File: src/rtl/conv1d_frame_ctrl.sv
// -----------------------------------------------------------------------------
// conv1d_frame_ctrl
//
// Frame sequencer placed in front of a conv1d datapath. For every frame it
// pushes K-1 zero samples ahead of the data (flushing whatever history the
// previous frame left in conv1d), passes the frame samples through, then
// pushes K-1 trailing zeros so the convolution tail comes out. On the result
// side it drops the K-1 flush results and forwards exactly frame_len+K-1
// full-convolution results, flagging the final one with out_last.
//
// Ports
//   clk, rst            : clock, synchronous active-low reset
//   in_valid/in_ready   : upstream sample handshake
//   in_data, in_last    : sample and end-of-frame marker
//   conv_valid_in/_data_in   : stream into conv1d (data is 0 when not valid)
//   conv_valid_out/_data_out : results from conv1d (one per valid_in, in order)
//   out_valid/out_data/out_last : forwarded results, registered, no backpressure
//   busy                : registered "not idle"
//   frame_len           : samples accepted in the current/last frame
//   err_overrun         : sticky, a frame reached MAX_LEN without in_last
// -----------------------------------------------------------------------------
module conv1d_frame_ctrl #(
    parameter int DATA_W      = 8,
    parameter int GAIN_W      = 4,
    parameter int KERNEL_SIZE = 5,
    parameter int MAX_LEN     = 1024,
    parameter int LEN_W       = 11
) (
    input  logic                     clk,
    input  logic                     rst,
    input  logic                     in_valid,
    output logic                     in_ready,
    input  logic [DATA_W-1:0]        in_data,
    input  logic                     in_last,
    output logic                     conv_valid_in,
    output logic [DATA_W-1:0]        conv_data_in,
    input  logic                     conv_valid_out,
    input  logic [DATA_W+GAIN_W-1:0] conv_data_out,
    output logic                     out_valid,
    output logic [DATA_W+GAIN_W-1:0] out_data,
    output logic                     out_last,
    output logic                     busy,
    output logic [LEN_W-1:0]         frame_len,
    output logic                     err_overrun
);

    localparam int PAD   = KERNEL_SIZE - 1;
    // clog2(K) bits always hold the value K-1
    localparam int PAD_W = $clog2(KERNEL_SIZE);

    typedef enum logic [2:0] {
        IDLE,
        PRE,
        DATA,
        POST,
        DRAIN
    } state_t;

    state_t               state;
    state_t               state_nxt;
    logic [PAD_W-1:0]     pad_cnt;
    logic [PAD_W-1:0]     drop_cnt;
    logic [LEN_W-1:0]     fwd_cnt;
    logic                 pad_done;
    logic                 accept;
    logic                 len_hit;

    assign pad_done = (pad_cnt == PAD_W'(PAD - 1));
    // The sample being accepted now is the MAX_LEN-th one
    assign len_hit  = (frame_len == LEN_W'(MAX_LEN - 1));

    always_comb begin
        state_nxt     = state;
        in_ready      = 1'b0;
        conv_valid_in = 1'b0;
        conv_data_in  = '0;
        accept        = 1'b0;
        case (state)
            IDLE: begin
                // in_valid only starts the frame; the sample is taken in DATA
                if (in_valid) state_nxt = PRE;
            end
            PRE: begin
                conv_valid_in = 1'b1;
                if (pad_done) state_nxt = DATA;
            end
            DATA: begin
                in_ready      = 1'b1;
                accept        = in_valid;
                conv_valid_in = in_valid;
                conv_data_in  = in_valid ? in_data : '0;
                if (in_valid && (in_last || len_hit)) state_nxt = POST;
            end
            POST: begin
                conv_valid_in = 1'b1;
                if (pad_done) state_nxt = DRAIN;
            end
            DRAIN: begin
                // out_last is registered, so leaving here lands IDLE one cycle later
                if (out_last) state_nxt = IDLE;
            end
            default: state_nxt = IDLE;
        endcase
    end

    always_ff @(posedge clk) begin
        if (!rst) begin
            state       <= IDLE;
            busy        <= 1'b0;
            pad_cnt     <= '0;
            drop_cnt    <= '0;
            fwd_cnt     <= '0;
            frame_len   <= '0;
            err_overrun <= 1'b0;
            out_valid   <= 1'b0;
            out_data    <= '0;
            out_last    <= 1'b0;
        end else begin
            state <= state_nxt;
            busy  <= (state_nxt != IDLE);

            if ((state == PRE || state == POST) && !pad_done) begin
                pad_cnt <= pad_cnt + 1'b1;
            end else begin
                pad_cnt <= '0;
            end

            if (state == IDLE && in_valid) begin
                frame_len <= '0;
                drop_cnt  <= '0;
                fwd_cnt   <= '0;
            end

            if (accept) begin
                frame_len <= frame_len + 1'b1;
                if (len_hit && !in_last) err_overrun <= 1'b1;
            end

            // Result filter. Results seen while idle are leftovers from an
            // aborted frame and are ignored.
            out_valid <= 1'b0;
            out_data  <= '0;
            out_last  <= 1'b0;
            if (conv_valid_out && state != IDLE) begin
                if (drop_cnt != PAD_W'(PAD)) begin
                    drop_cnt <= drop_cnt + 1'b1;
                end else begin
                    out_valid <= 1'b1;
                    out_data  <= conv_data_out;
                    // frame_len is final long before this index can be reached
                    out_last  <= (fwd_cnt == frame_len + LEN_W'(PAD - 1));
                    fwd_cnt   <= fwd_cnt + 1'b1;
                end
            end
        end
    end

endmodule

File: config.mk
export PLATFORM = sky130hd
export DESIGN_NAME = conv1d_frame_ctrl
export DESIGN_NICKNAME = d
export VERILOG_FILES = /design/src/rtl/conv1d_frame_ctrl.sv
export SDC_FILE = /design/constraint.sdc
export NUM_CORES = 1
export LEC_CHECK = 0
export BUFFER_PORTS_ARGS = -buffer_cell sky130_fd_sc_hd__buf_2
export CAP_MARGIN = 15
export CELL_PAD_IN_SITES_DETAIL_PLACEMENT = 0
export CELL_PAD_IN_SITES_GLOBAL_PLACEMENT = 1
export CORE_MARGIN = 1
export CORE_UTILIZATION = 42
export DETAILED_ROUTE_END_ITERATION = 12
export PLACE_DENSITY_LB_ADDON = 0.1
export SLEW_MARGIN = 5
export SYNTH_ARGS = -nofsm -noshare
export SYNTH_HDL_FRONTEND = slang
export SYNTH_SLANG_ARGS = --single-unit
File: constraint.sdc
create_clock -name clk -period 3.3 [get_ports clk]
set_clock_uncertainty 0.15 [all_clocks]
set_input_delay 0.495 -clock clk [delete_from_list [all_inputs] [get_ports clk]]
set_output_delay 0.495 -clock clk [all_outputs]
set_load 0.05 [all_outputs]
==> flow_metrics.tcl, run 1 <==
set metrics [dict create \
    final_nets 367 \
    first_pass_iters 6 \
    grt_pass1_vias 1964 \
    seq_area_frac_synth_pct 37.9 \
    grt_max_degree 21 \
    slew_viol_final 0 \
    synthTopCellsByArea "dfxtp_1 38%, and3_1 4.3%, a21oi_1 3.8%, ha_1 3.5%, xnor2_1 3.5%" \
    r2r_cells 7 \
    startpoint "state[1]$_SDFF_PN0_" \
    fin_cells 408 \
    synthCells 282 \
    drv_cap 0 \
    avgSynthCellArea_um2 8.81 \
    start_util_pct 44.3 \
    core_um2 5610 \
    die_x_um 78.9 \
    die_h_um 78.9 \
    ys_ff_latch 47 \
    netlist.area_leader.share_pct 37.9 \
    syn_nets 314 \
    clk_pin_slew_worst_paths_ns 0.09 \
    crit_path_start_kind "flop" \
    cts_tree "done" \
    htree_levels 2 \
    cts_made_buffers 5 \
    gp_congestion 0.768 \
    drive_gt1_share_pct 25.9 \
    crit_path_end_kind "output pin" \
    core.rowCount 27 \
    num_vias 2203 \
    hold_violations 0 \
    ys_top_cells_by_count "47 x dfxtp_1, 22 x nand2_1, 22 x nor2_1, 19 x a21oi_1, 17 x and3_1" \
    synthArstFlopShare_pct 0 \
    routedWlPerCell_um 13.7 \
    wl_mm 5.59 \
    cts_setup_buffers 0 \
    final_util_pct 52.0 \
    required_ns 2.65 \
    outcome "complete, no violations" \
    drt_iter0_markers 144 \
    dieArea_um2 6230 \
    ctsHoldBuffers 0 \
    powerDensity_nw_per_um2 370 \
    design_area_um2 2910 \
    setup_tns_ns 0 \
    cts.repair.resized 0 \
    peakVddDrop_uv 191 \
    ant_nets 0 \
    max_slew_margin_pct 61.3 \
    timing.rr.end "out_last$_SDFF_PP0_" \
    synthMostInstantiatedCell "dfxtp_1" \
    r2r_start "frame_len[0]$_SDFFE_PN0P_" \
    hold_end "out_data[6]$_SDFF_PP0_" \
    worstHoldStart "conv_data_out[6]" \
    clockBufferDepth 2 \
    grt_usage_pct 19.2 \
    area_growth_pct 17.3 \
    hold_depth 2 \
    drc 0 \
    post_dp_cell_area_um2 2800 \
    rrSetupSlack_ns 0.99 \
    port-buffer-count 61 \
    rsz0062_at_grt "false" \
    cts_num_sinks 47 \
    viasPerCell 5.40 \
    pin_count 62 \
    worst_slew_pin_slew_ns 0.581 \
    antennaDiodeCount 0 \
    crit_fanout 18 \
    yosys_warnings 0 \
    hpwlAfterDp_mm 3.98 \
    finalCritPeriodShare_pct 72.0 \
    arrival_ns 1.73 \
    overflow 0 \
    antenna_found_initial 0 \
    syn_area_um2 2480 \
    yosysTopAreaCell "dfxtp_1" \
    critPathKind "reg -> out" \
    power_mw 1.08 \
    grt_pass1_wl_mm 9.31 \
    cts-root-buf "clkbuf_8" \
    fmax_mhz 421 \
    p_leak_nw 1.29 \
    setup_viol 0 \
    yosys.cell_types.count 63 \
    synth_flop_cell "dfxtp_1" \
    place_inst 400 \
    min_period_ns 2.38 \
    synth_edf_count 0 \
    hp-class "in -> reg" \
    clk_latency_ns 0.30 \
]
logic make-up after synthesis:
group | share of synthesized area, %
compound gates | 16.1
buf+inv | 5.54
flops | 37.9
fa+ha+maj | 3.53
mux | 1.06
xor+xnor | 5.59
simple gates | 30.3
metrics by stage:
step / worst slack, ns / hold WS (ns)
final: 0.924 / 0.264
after global routing: 0.793 / 0.245
after CTS: 0.924 / 0.242
after detailed placement: 0.997 / 0.272
after global placement: 1.05 / 0.267
after floorplan: 0.607 / 0.249
cell usage in the layout, fill, tap and decap left out, types with 2 or more instances in the layout:
| cell type | count |
|---|---|
| buf_2 | 61 |
| dfxtp_1 | 47 |
| nand2_1 | 22 |
| nor2_1 | 22 |
| a21oi_1 | 19 |
| and3_1 | 17 |
| and2_1 | 12 |
| nand3_1 | 12 |
| xnor2_1 | 10 |
| inv_1 | 8 |
| ha_1 | 7 |
| nand3b_1 | 6 |
| o21ai_1 | 6 |
| a31oi_1 | 5 |
| clkbuf_8 | 5 |
| xor2_1 | 4 |
| or3_1 | 4 |
| o211a_1 | 4 |
| o21ai_0 | 4 |
| nand4_1 | 3 |
| buf_4 | 3 |
| nor2b_1 | 2 |
| or2_2 | 2 |
| o311ai_0 | 2 |
| or4_1 | 2 |
| o211ai_1 | 2 |
| o31ai_1 | 2 |
| nand2b_1 | 2 |
| nor4b_1 | 2 |
| a22oi_1 | 2 |
| nor3_1 | 2 |
| o21a_1 | 2 |
registers in the layout, summed over array words and instances (netlist names):
register / cells
out_data: 12
frame_len: 11
fwd_cnt: 11
drop_cnt: 3
pad_cnt: 3
state: 3
busy: 1
err_overrun: 1
out_last: 1
out_valid: 1
worst max-delay path: stages (launching register included):
cell	delay (ns)
dfxtp_1	0.51
nor4bb_4	0.27
buf_4	0.25
and2_1	0.15
buf_2	0.25
layout make-up:
| class | count | area (µm²) |
|---|---|---|
| clock buffer | 5 | 68.8 |
| clock inverter | 3 | 47.5 |
| fill | 594 | 2690 |
| inverter | 9 | 33.8 |
| multi-input combinational | 208 | 1410 |
| sequential | 47 | 941 |
| tap | 72 | 90.1 |
| timing repair buffer | 64 | 328 |
report_power, final:
group | internal, mW | leakage, nW | switching [mW] | total (mW)
Sequential | 0.571 | 0.379 | 0.00473 | 0.575
Clock | 0.230 | 0.0587 | 0.211 | 0.441
Combinational | 0.0244 | 0.853 | 0.0375 | 0.0619
per-layer routing:
metal  GRT usage, %  share of wire (%)  wire length, µm
met2           32.2                 48             2680
met4           7.09               0.98               55
met5              0                  0                0
met3           3.91                3.5              197
met1           24.3                 48             2670
worst max-delay path by stage:
stage                                            to  cells past startpoint  slack (ns)
final                               conv_data_in[2]                      4        0.92
after floorplan           frame_len[3]$_SDFFE_PN0P_                      6        0.61
after global placement          out_last$_SDFF_PP0_                      7        1.05
after detailed placement        out_last$_SDFF_PP0_                      7         1.0
after CTS                           conv_data_in[2]                      4        0.92
after global routing                conv_data_in[0]                      4        0.79
(Power assumes the default switching activity.)
==> run 2: changes to the inputs <==
--- a/config.mk
+++ b/config.mk
@@ -5,12 +5,13 @@
 export SDC_FILE = /design/constraint.sdc
 export NUM_CORES = 1
 export LEC_CHECK = 0
+export ABC_AREA = 1
 export BUFFER_PORTS_ARGS = -buffer_cell sky130_fd_sc_hd__buf_2
 export CAP_MARGIN = 15
 export CELL_PAD_IN_SITES_DETAIL_PLACEMENT = 0
 export CELL_PAD_IN_SITES_GLOBAL_PLACEMENT = 1
 export CORE_MARGIN = 1
-export CORE_UTILIZATION = 42
+export CORE_UTILIZATION = 34
 export DETAILED_ROUTE_END_ITERATION = 12
 export PLACE_DENSITY_LB_ADDON = 0.1
 export SLEW_MARGIN = 5
==> constraint.sdc (replaced) <==
create_clock -name clk -period 2.15 [get_ports clk]
set_clock_uncertainty 0.15 [all_clocks]
set_input_delay 0.3225 -clock clk [delete_from_list [all_inputs] [get_ports clk]]
set_output_delay 0.3225 -clock clk [all_outputs]
set_load 0.05 [all_outputs]
==> flow_metrics.tcl, run 2 <==
set metrics [dict create \
    synthAdderAreaFrac_pct 3.38 \
    min_period_ns 1.95 \
    ys_ff_latch 47 \
    ys_top_cells_by_count "84 x nand2_1, 62 x inv_1, 47 x dfxtp_1, 43 x nor2_1, 29 x nand3_1" \
    routedWlPerCell_um 11.2 \
    synthTopCellsByArea "dfxtp_1 36%, nand2_1 12%, inv_1 9.0%, nor2_1 6.2%, nand3_1 5.6%" \
    synth_edf_count 0 \
    slew_viol_final 0 \
    worst_slew_pin_slew_ns 0.500 \
    finalCritPeriodShare_pct 90.7 \
    clock_power_share_pct 41.4 \
    drv_cap 0 \
    powerDensity_nw_per_um2 540 \
    drc 0 \
    layout_commonest_cell "nand2_1" \
    drt_iter0_markers 93 \
    cts_num_sinks 47 \
    post_dp_cell_area_um2 3010 \
    synthArstFlopShare_pct 0 \
    grt_max_degree 20 \
    top_regs "out_data (12), frame_len (11), fwd_cnt (11)" \
    synth_flop_cell "dfxtp_1" \
    ant_nets 0 \
    required_ns 1.68 \
    peakVddDrop_uv 376 \
    clk_latency_ns 0.30 \
    core.rowCount 31 \
    power_mw 1.69 \
    setup_viol 0 \
    dpl_worst_slack_ns 0.211 \
    largest_reg_flops 12 \
    cts_tree "done" \
    crit_path_end_kind "output pin" \
    crit_fanout 14 \
    core_um2 7330 \
    slowest_stage "dfxtp_1" \
    max_slew_margin_pct 66.6 \
    synth_compound_area_share_pct 10.9 \
    synth_xor_area_share_pct 2.03 \
    htree_levels 2 \
    clockBufferDepth 2 \
    hpwlAfterDp_mm 4.63 \
    drive_gt1_share_pct 26.3 \
    syn_area_um2 2590 \
    outcome "complete, no violations" \
    dieArea_um2 7990 \
    muxShareOfSynthArea_pct 0 \
    yosysTopAreaCell "dfxtp_1" \
    clk_pin_slew_worst_paths_ns 0.09 \
    avgSynthCellArea_um2 6.79 \
    crit_path_start_kind "flop" \
    yosys.cell_types.count 37 \
    die_x_um 89.4 \
    yosys_warnings 0 \
    p_leak_nw 1.54 \
    hp-class "in -> reg" \
    die_h_um 89.4 \
    antenna_found_initial 0 \
    start_util_pct 35.4 \
    seq_area_frac_synth_pct 36.3 \
    gp_congestion 0.783 \
    cts-root-buf "clkbuf_8" \
    syn_nets 414 \
    hold_violations 0 \
    critPathKind "reg -> out" \
    port-buffer-count 61 \
    yosys.area_share.simple_pct 34.7 \
    regMostFlops "out_data" \
    max_stage_delay_ns 0.42 \
    synth_top_family_by_area "simple AND/OR/NAND/NOR gates" \
    fmax_mhz 513 \
    pin_count 62 \
    num_vias 2471 \
    p_int_mw 1.30 \
    final_nets 476 \
    final_cell_mix "84 x nand2_1, 62 x inv_1, 61 x buf_2" \
    area_growth_pct 21.0 \
    power_switching_uw 397 \
    cp_top_family "simple AND/OR/NAND/NOR gates" \
    rsz0062_at_grt "false" \
    viasPerCell 4.54 \
    swShare_pct 23.4 \
    antennaDiodeCount 0 \
    postLayoutSetupSlackWorst_ns 0.201 \
    power.share.combinational_pct 6.6 \
    seq_power_share_pct 52.0 \
    first_pass_iters 4 \
    path_buf_inv 2 \
    design_area_um2 3140 \
    grt_usage_pct 16.0 \
    netlist.area_leader.share_pct 36.3 \
    grt_pass1_wl_mm 9.74 \
    arrival_ns 1.48 \
    wl_mm 6.07 \
    overflow 0 \
    grt_pass1_vias 2141 \
    cts_made_buffers 5 \
    synthMostInstantiatedCell "nand2_1" \
    path_cells "inv_2 -> nor3_4 -> nand2_4 -> nor2_2 -> buf_2" \
    synthCells 382 \
]
-- run 2: cell count changes after synthesis, moves of 6 or more --
cell / before / now
nand2_1: 22 / 84
inv_1: 8 / 62
nor2_1: 22 / 43
and3_1: 17 / 0
nand3_1: 12 / 29
and2_1: 12 / 0
o21ai_0: 4 / 15
nor2_2: 1 / 10
inv_2: 0 / 7
xnor2_1: 10 / 3
clkbuf_1: 8 / 2
-- run 2: tightest hold or removal path: stages --
cell and delay [ns]:
buf_2 0.09, inv_1 0.04, nor2_1 0.03
-- run 2: final timing paths --
path | start | endpoint | slack [ns] | depth (start not counted)
setup / recovery | state[1]$_SDFF_PN0_ | conv_data_in[3] | 0.20 | 5
hold reg to reg | pad_cnt[0]$_SDFF_PN0_ | pad_cnt[0]$_SDFF_PN0_ | 0.28 | 1
hold / removal | conv_data_out[2] | out_data[2]$_SDFF_PP0_ | 0.07 | 3
setup reg to reg | frame_len[0]$_SDFFE_PN0P_ | out_last$_SDFF_PP0_ | 0.21 | 11
-- run 2: routing by layer --
layer,global-route usage (%),wire length [µm],up-vias
met5,0,0,-
met4,3.46,48,0
met3,3.42,290,5
met2,27.0,2660,73
met1,21.0,3070,1083
li1,-,-,1310
-- run 2: cells by family after synthesis --
kind of cell             count (synthesis)
AO/OA/AOI/OAI                           51
adder cells (fa/ha/maj)                  7
flip-flops                              47
XOR/XNOR                                 6
buffers and inverters                   80
AND/OR/NAND/NOR                        191
-- run 2: area by class of cell --
type                       instances  area (µm²)
inverter                          71         269
tap                               99         124
clock inverter                     2        38.8
timing repair buffer              64         328
sequential                        47         941
clock buffer                       6        82.6
fill                             802        4190
multi-input combinational        255        1360
-- run 2: metrics by stage --
step / util (%) / std cells / hold slack, ns / TNS [ns]
2_1_floorplan: - / 382 / 0.249 / -0.117
3_3_place_gp: 41.1 / 536 / 0.258 / 0
3_5_place_dp: 41.1 / 536 / 0.271 / 0
4_1_cts: 42.8 / 544 / 0.0636 / 0
5_1_grt: 42.8 / 544 / 0.0613 / 0
6_report: 42.8 / 544 / 0.0690 / 0
-- run 2: repair_timing --
| item | 4_1_cts | 5_1_grt |
|---|---|---|
| endpoints found under the setup margin | 0 | 9 |
| hold buffers | 0 | 0 |
| endpoints found under the hold margin | 0 | 0 |
| setup buffers | 0 | 0 |
| gates resized for setup | 0 | 1 |
-- run 2: power by group through the flow --
stage / Clock, mW / Sequential [mW] / Combinational, mW
global route: 0.748 / 0.883 / 0.126
finish: 0.701 / 0.881 / 0.112
detailed placement: 0 / 0.902 / 0.113
floorplan: 0 / 0.907 / 0.0620
global placement: 0 / 0.902 / 0.113
CTS: 0.717 / 0.882 / 0.113
==> run 3: changes to the inputs <==
--- a/config.mk
+++ b/config.mk
@@ -6,13 +6,13 @@
 export NUM_CORES = 1
 export LEC_CHECK = 0
 export ABC_AREA = 1
-export BUFFER_PORTS_ARGS = -buffer_cell sky130_fd_sc_hd__buf_2
 export CAP_MARGIN = 15
 export CELL_PAD_IN_SITES_DETAIL_PLACEMENT = 0
 export CELL_PAD_IN_SITES_GLOBAL_PLACEMENT = 1
 export CORE_MARGIN = 1
-export CORE_UTILIZATION = 34
+export CORE_UTILIZATION = 40
 export DETAILED_ROUTE_END_ITERATION = 12
+export DONT_BUFFER_PORTS = 1
 export PLACE_DENSITY_LB_ADDON = 0.1
 export SLEW_MARGIN = 5
 export SYNTH_ARGS = -nofsm -noshare
==> flow_metrics.tcl, run 3 (synthesized netlist as in run 2, its figures left out) <==
set metrics [dict create \
    num_vias 2377 \
    design_area_um2 3110 \
    die_x_um 82.5 \
    slew_viol_final 0 \
    rsz0062_at_grt "false" \
    port-buffer-count 0 \
    core.rowCount 28 \
    routedWlPerCell_um 12.3 \
    dpl_worst_slack_ns 0.352 \
    finalCritPeriodShare_pct 91.6 \
    drv_cap 0 \
    post_dp_cell_area_um2 2860 \
    cts_made_buffers 5 \
    fmax_mhz 508 \
    power_mw 1.66 \
    worst_slew_pin_slew_ns 0.508 \
    postLayoutSetupSlackWorst_ns 0.181 \
    antennaDiodeCount 0 \
    drt_iter0_markers 92 \
    p_leak_nw 1.40 \
    drc 0 \
    cp_top_family "simple AND/OR/NAND/NOR gates" \
    viasPerCell 4.80 \
    max_slew_margin_pct 66.1 \
    wl_mm 6.10 \
    hold_ws_ns 0.0105 \
    setup_viol 0 \
    fin_cells 495 \
    final_cell_mix "84 x nand2_1, 62 x inv_1, 47 x dfxtp_1" \
    gp_congestion 0.779 \
    ctsHoldBuffers 13 \
    overflow 0 \
    cts_num_sinks 47 \
    largest_reg_flops 12 \
    drive_gt1_share_pct 18.6 \
    powerDensity_nw_per_um2 533 \
    place_inst 473 \
    cts-root-buf "clkbuf_8" \
    dieArea_um2 6810 \
    min_period_ns 1.97 \
    area_growth_pct 19.9 \
    grt_pass1_wl_mm 9.98 \
    max_stage_delay_ns 0.38 \
    crit_path_start_kind "flop" \
    layout_commonest_cell "nand2_1" \
    final_nets 451 \
    htree_levels 2 \
    hpwlAfterDp_mm 4.48 \
    first_pass_iters 4 \
    path_buf_inv 1 \
    crit_path_end_kind "output pin" \
    crit_fanout 14 \
    peakVddDrop_uv 283 \
    core_um2 6100 \
    ant_nets 0 \
    outcome "complete, no violations" \
    grt_usage_pct 19.4 \
    grt_pass1_vias 2184 \
    regMostFlops "out_data" \
    grt_max_degree 17 \
    required_ns 1.68 \
    die_h_um 82.5 \
    slowest_stage "dfxtp_1" \
    antenna_found_initial 0 \
    clk_pin_slew_worst_paths_ns 0.09 \
    cts_tree "done" \
    start_util_pct 42.6 \
    cts_setup_buffers 0 \
    hold_violations 0 \
    cts.repair.resized 0 \
    clk_latency_ns 0.31 \
    top_regs "out_data (12), frame_len (11), fwd_cnt (11)" \
    clockBufferDepth 2 \
    hp-class "in -> reg" \
    critPathKind "reg -> out" \
    pin_count 62 \
    arrival_ns 1.50 \
    path_cells "nor3_4 -> nand2_2 -> nor2_2 -> buf_4" \
]
run 3: final timing paths:
| path | to | depth (start not counted) | from | slack [ns] |
|---|---|---|---|---|
| setup / recovery | conv_data_in[2] | 4 | state[0]$_SDFF_PN0_ | 0.18 |
| hold / removal | frame_len[10]$_SDFFE_PN0P_ | 2 | rst | 0.01 |
| setup reg to reg | out_last$_SDFF_PP0_ | 11 | frame_len[1]$_SDFFE_PN0P_ | 0.41 |
| hold reg to reg | pad_cnt[0]$_SDFF_PN0_ | 1 | pad_cnt[0]$_SDFF_PN0_ | 0.27 |
run 3: where the power goes:
part	switching [mW]	internal, mW
clock network	0.314	0.350
logic	0.0623	0.0453
registers	0.0114	0.876
run 3: cell type report:
| class | count | area, µm² |
|---|---|---|
| clock buffer | 5 | 68.8 |
| inverter | 71 | 269 |
| sequential | 47 | 941 |
| tap | 75 | 93.8 |
| timing repair buffer | 39 | 340 |
| fill | 639 | 2980 |
| multi-input combinational | 255 | 1350 |
| clock inverter | 3 | 46.3 |
run 3: layer usage:
metal | track usage [%] | up-vias | routed length (µm)
li1 | - | 1270 | -
met1 | 25.4 | 1031 | 2990
met2 | 32.6 | 72 | 2710
met3 | 3.52 | 4 | 339
met4 | 5.34 | 0 | 51
met5 | 0 | - | 0
run 3: metrics by stage:
stage,setup TNS (ns),util (%)
global placement,0,46.9
CTS,0,50.9
global route,0,51.0
floorplan,-0.117,-
detailed placement,0,46.9
finish,0,51.0
